## src/rtl/pc_fetch_ctrl.sv

```systemverilog
// Program counter and fetch sequencer for the MIPS IF stage: next-PC selection,
// hazard stalls, debug-unit run/step modes, halt detection and a cycle counter.
module pc_fetch_ctrl #(
  parameter int DATA_WIDTH = 32,
  parameter int IMEM_DEPTH = 256
) (
  input  logic                  i_clk,
  input  logic                  i_reset,
  input  logic                  i_enable,
  input  logic                  i_mode,
  input  logic                  i_step,
  input  logic                  i_stall,
  input  logic                  i_branch_taken,
  input  logic [DATA_WIDTH-1:0] i_branch_target,
  input  logic                  i_jump,
  input  logic [DATA_WIDTH-1:0] i_jump_target,
  input  logic                  i_halt_detected,
  input  logic [DATA_WIDTH-1:0] i_pc_incr,
  output logic [DATA_WIDTH-1:0] o_pc,
  output logic                  o_pc_advance,
  output logic                  o_running,
  output logic                  o_halted,
  output logic [DATA_WIDTH-1:0] o_cycle_count
);

  localparam logic [DATA_WIDTH-1:0] LAST_PC = DATA_WIDTH'(IMEM_DEPTH - 1);

  typedef enum logic [1:0] {
    ST_IDLE,
    ST_RUN,
    ST_STEP,
    ST_HALTED
  } state_t;

  state_t                state, state_nxt;
  logic [DATA_WIDTH-1:0] pc_nxt;
  logic                  active;

  // NOTE: every output of this block gets a default first so no path leaves
  // a variable unassigned, which would otherwise infer a latch.
  always_comb begin
    state_nxt    = state;
    pc_nxt       = o_pc;
    o_pc_advance = 1'b0;
    active       = 1'b0;

    // A mode switch consumes its cycle; only a settled mode executes.
    unique case (state)
      ST_IDLE:   if (i_enable) state_nxt = i_mode ? ST_STEP : ST_RUN;
      ST_RUN:    if (i_mode) state_nxt = ST_STEP; else active = 1'b1;
      ST_STEP:   if (!i_mode) state_nxt = ST_RUN; else active = i_step;
      ST_HALTED: state_nxt = ST_HALTED;
      default:   state_nxt = ST_IDLE;
    endcase

    if (active && !i_reset) begin
      if (i_stall) begin
        pc_nxt = o_pc;
      end else if (i_branch_taken) begin
        pc_nxt       = i_branch_target;
        o_pc_advance = 1'b1;
      end else if (i_jump) begin
        pc_nxt       = i_jump_target;
        o_pc_advance = 1'b1;
      end else if (i_halt_detected || (o_pc == LAST_PC)) begin
        state_nxt = ST_HALTED;
      end else begin
        pc_nxt       = i_pc_incr;
        o_pc_advance = 1'b1;
      end
    end
  end

  // NOTE: state registers use non-blocking assignments so every flop samples
  // the values from before the edge, independent of statement order.
  always_ff @(posedge i_clk) begin
    if (i_reset) begin
      state         <= ST_IDLE;
      o_pc          <= '0;
      o_cycle_count <= '0;
    end else begin
      state <= state_nxt;
      o_pc  <= pc_nxt;
      if (active) o_cycle_count <= o_cycle_count + 1'b1;
    end
  end

  assign o_running = (state == ST_RUN) || (state == ST_STEP);
  assign o_halted  = (state == ST_HALTED);

endmodule

```

## config.mk

```make
export PLATFORM = sky130hd
export DESIGN_NAME = pc_fetch_ctrl
export DESIGN_NICKNAME = d
export VERILOG_FILES = /design/src/rtl/pc_fetch_ctrl.sv
export SDC_FILE = /design/constraint.sdc
export NUM_CORES = 1
export LEC_CHECK = 0
export CAP_MARGIN = 10
export CORE_MARGIN = 5
export CORE_UTILIZATION = 45
export CTS_CLUSTER_SIZE = 30
export DETAILED_ROUTE_END_ITERATION = 8
export PLACE_DENSITY = 0.95
export SLEW_MARGIN = 20
export SYNTH_ARGS = -nofsm -noshare
export SYNTH_HDL_FRONTEND = slang
export SYNTH_SLANG_ARGS = --single-unit
export TNS_END_PERCENT = 5
```

## constraint.sdc

```tcl
create_clock -name i_clk -period 3.28 [get_ports i_clk]
set_input_delay 0.328 -clock i_clk [delete_from_list [all_inputs] [get_ports i_clk]]
set_output_delay 0.328 -clock i_clk [all_outputs]
set_load 0.05 [all_outputs]
```

# ---- Word-level counts from Yosys, hierarchy flattened
# Index checks and enable logic that the tools add are counted.
dict set report totals {
  reg_bits 66
  input_bits 105
  output_inout_bits 67
  elab_cells 37
}
dict set report op_classes {
  n_addsub 1
  eq_ne 5
  mux 21
  bitwise 1
  reduce_logical 6
}
# op count
set op_table {}
lappend op_table {{$mux W32} 3}
lappend op_table {{$add A32 B1 Y32 const B} 1}
lappend op_table {{$eq A32 B8 Y1 const B} 1}
lappend op_table {{$mux W2} 9}
lappend op_table {{$pmux W2 S4} 1}
lappend op_table {{$mux W1} 7}
lappend op_table {{$eq A2 B2 Y1 const B} 2}
lappend op_table {{$ne A3 B3 Y1 const B} 1}
lappend op_table {{$reduce_and A3 Y1} 1}
lappend op_table {{$eq A2 B1 Y1 const B} 1}
lappend op_table {{$logic_not A2 Y1} 1}
lappend op_table {{$logic_or A1 B1 Y1} 2}
lappend op_table {{$pmux W1 S2} 1}
lappend op_table {{$logic_and A1 B1 Y1} 1}
lappend op_table {{$logic_not A1 Y1} 1}
lappend op_table {{$not A1 Y1} 1}

# ---- Logic depth before layout (Yosys ltp)
dict set report logic_depth {
  depth_word 8
  mapped_depth 9
  depth_no_buf 7
}

# ---- Worst setup path after synthesis
# OpenSTA, ideal clock, no wires.
dict set report synth_path {
  path_type {reg2out}
  start {register state[1]}
  end {output port o_pc_advance}
  arrival_time_ns 2.255
  required_ns 2.952
  setup_slack_ns 0.697
  stages_incl_launch_ff 7
  path_buffers 1
  cell_sequence {dfxtp_1 inv_1 ha_1 o21ai_1 a2111o_1 a21oi_2 buf_4}
}
dict set report synth_via {
  elab_chain_len 4
  elab_cells_between_ends 5
  cone_classes {eq/ne: 2; mux: 2; reduce/logical: 1}
}
# element line
set synth_lines {}
lappend synth_lines {{start: declaration} 35} ;# state_t state, state_nxt;
lappend synth_lines {{start signal: assignment} 82} ;# state <= state_nxt;
lappend synth_lines {{$eq A2 B2 Y1 / $eq A2 B1 Y1 (equally long branches)} 48} ;# unique case (state)
lappend synth_lines {{$pmux W1 S2 (*)} 48}
lappend synth_lines {{$logic_and A1 B1 Y1 (*)} 56} ;# if (active && !i_reset) begin
lappend synth_lines {{$mux W1 (*)} 56}
lappend synth_lines {{end: declaration} 20} ;# output logic o_pc_advance,
# Mark *: on every way between the ends. The rest lies on a longest branch, timed or not.

# ---- Final worst setup path
# Ends and elaborated chain as after synthesis.

==> qor.yml <==
status: "finished, final reports clean"
synthCells: 439
clk_path_buf_depth: 2
wl_met3_um: 925
cts_hold_buf: 0
clock_sinks: 66
num_rows: 33
post-route-drc-count: 0
antenna_cells: 0
slew_headroom: 0.484
ant_nets: 0
period_share: 0.852
cts_tree: "done"
synth_cell_type_count: 39
cp_top_family: "compound AO/OA/AOI/OAI gates"
io_pins: 172
rsz0062_at_grt: "false"
clk_latency_ns: 0.34
max_cap_violations: 0
numCtsBuffers: 9
globalplace.congestion: 0.917
first_pass_iters: 4
path_cells: "inv_1, ha_1, nor2b_1, o21ai_1, a2111o_1, a21oi_4, buf_12"
finalNetCount: 715
place_ws_ns: 0.607
synth-seq-cells: 66
antenna_found_initial: 0
grt_pass1_vias: 3893
power.density_nw_per_um2: 376
viasPerCell: 5.31
dominantRegCellSynth: "dfxtp_1"
critPathLaunchType: "flip-flop"
wl_met1_um: 4260
drive_gt1_frac: 0.0656
die_w_um: 100
syn-num-nets: 549
dr_wl_met2_um: 5780
coreArea_um2: 8090
overflow: 0
peakVddDrop_mv: 0.208
ys_warn_count: 0
ctsHtreeMaxLevel: 3
setup_violations: 0
die_h_um: 100
portBuffers: 171
hold_violations: 0
max_stage_delay_ns: 0.39
dp_hpwl_um: 8740
drtIter0Drc: 91
vias: 3799
finClkSkew_ns: 0.00976
setup_tns_ns: 0
crit_arrival_ns: 2.47
synth_async_sr_flop_share: 0
cts_root_buf: "clkbuf_8"
routedWlPerCell_um: 15.6
hp-class: "input pin to flip-flop"
critPathSlowestCell: "nor2b_1"
synth-edff-count: 0
post_cts_buffers: 0
fin_ws_ns: 0.486
synthesis.area_um2: 3670
cts_resized: 0
track_usage: 0.225
design.die.area_um2: 10100
cp_max_fo: 9
top_layer_used: "met4"
initial_core_util: 0.453
slew_viol_final: 0
final_cell_mix: "167 x clkdlybuf4s50_1, 66 x dfxtp_1, 65 x mux2i_1, 58 x nor2_1, 54 x a21oi_1"
worstMarginPinSlew_ns: 0.768
max_freq_mhz: 358
ys_seq_area_frac: 0.360
syn_area_per_cell_um2: 8.36
path_clk_slew_ns: 0.07
crit_path_end_kind: "primary output"
routed_wl_um: 11200
worst-path-buf-inv: 2
fin_cells: 715
area_delta_synth_final_pct: 56.7
timing.hold.ws_ns: 0.454
final_common_cell: "clkdlybuf4s50_1"
dp_cells: 699
finalCriticalPeriod_ns: 2.79
p_leak_nw: 2.06
grt_pass1_wl_um: 18300
criticalPathCategory: "flip-flop to primary output"
grt_max_degree: 71
cp_data_required_time_ns: 2.95
registers in the layout, indices dropped and copies added (netlist names):
name,flops
o_cycle_count,32
o_pc,32
state,2
worst reg2reg max path, delay by kind of cell, from the launching register on:
family	cells	cell delay, ns
fa+ha+maj	1	0.19
buf+inv	2	0.43
simple gates	1	0.39
compound gates	3	0.89
mux	1	0.24
flops	1	0.36
layer usage:
metal / track usage / vias to the layer above
met3: 0.0681 / 19
met5: 0 / -
met2: 0.397 / 155
met4: 0.0839 / 0
met1: 0.256 / 1742
li1: - / 1883
cells by family after synthesis:
kind of cell / count (synthesis) / synth area share
and+or+nand+nor: 166 / 0.235
AOI/OAI and AO/OA: 82 / 0.129
DFF: 66 / 0.360
muxes: 65 / 0.177
buffers and inverters: 39 / 0.0443
xor gates and xnor gates: 16 / 0.0382
adders and majority gates: 5 / 0.0170
per-stage QoR:
step           utilization  area (um2)  power (mW)
2_1_floorplan            -        3670        1.06
3_3_place_gp         0.677        5480        1.24
3_5_place_dp         0.677        5480        1.26
4_1_cts              0.711        5750        2.18
5_1_grt              0.711        5750        2.25
6_report             0.711        5750        2.16
cell usage after synthesis (9+ instances only):
cell type   n  area share
dfxtp_1    66        0.36
mux2i_1    65        0.18
nor2_1     58       0.059
a21oi_1    54       0.074
nand2b_1   35       0.060
clkbuf_1   15       0.015
xnor2_1    15       0.036
nand2_1    14       0.014
inv_1      13       0.013
nor3_1     13       0.018
o21ai_0    10       0.014
nor4_1      9       0.015
where the power goes:
part           switching [mW]  internal (mW)
logic                   0.195          0.212
registers              0.0158          0.816
clock network           0.319          0.605
cell type report:
class                      instances  area (um2)
fill                             603        2340
multi-input combinational        334        2190
timing repair buffer             181        1780
sequential                        66        1320
clock buffer                      10         138
clock inverter                     6         138
tap                              105         131
inverter                          13        48.8
final timing paths:
path                         startpoint               endpoint  slack [ns]  cells past startpoint
hold / removal           i_branch_taken    state[0]$_SDFF_PP0_        0.45                      4
setup reg to reg    state[1]$_SDFF_PP0_   o_pc[9]$_SDFFE_PP0P_        0.71                      8
setup / recovery    state[1]$_SDFF_PP0_           o_pc_advance        0.49                      7
hold reg to reg   o_pc[25]$_SDFFE_PP0P_  o_pc[25]$_SDFFE_PP0P_        0.49                      2
(Power assumes the default switching activity.)
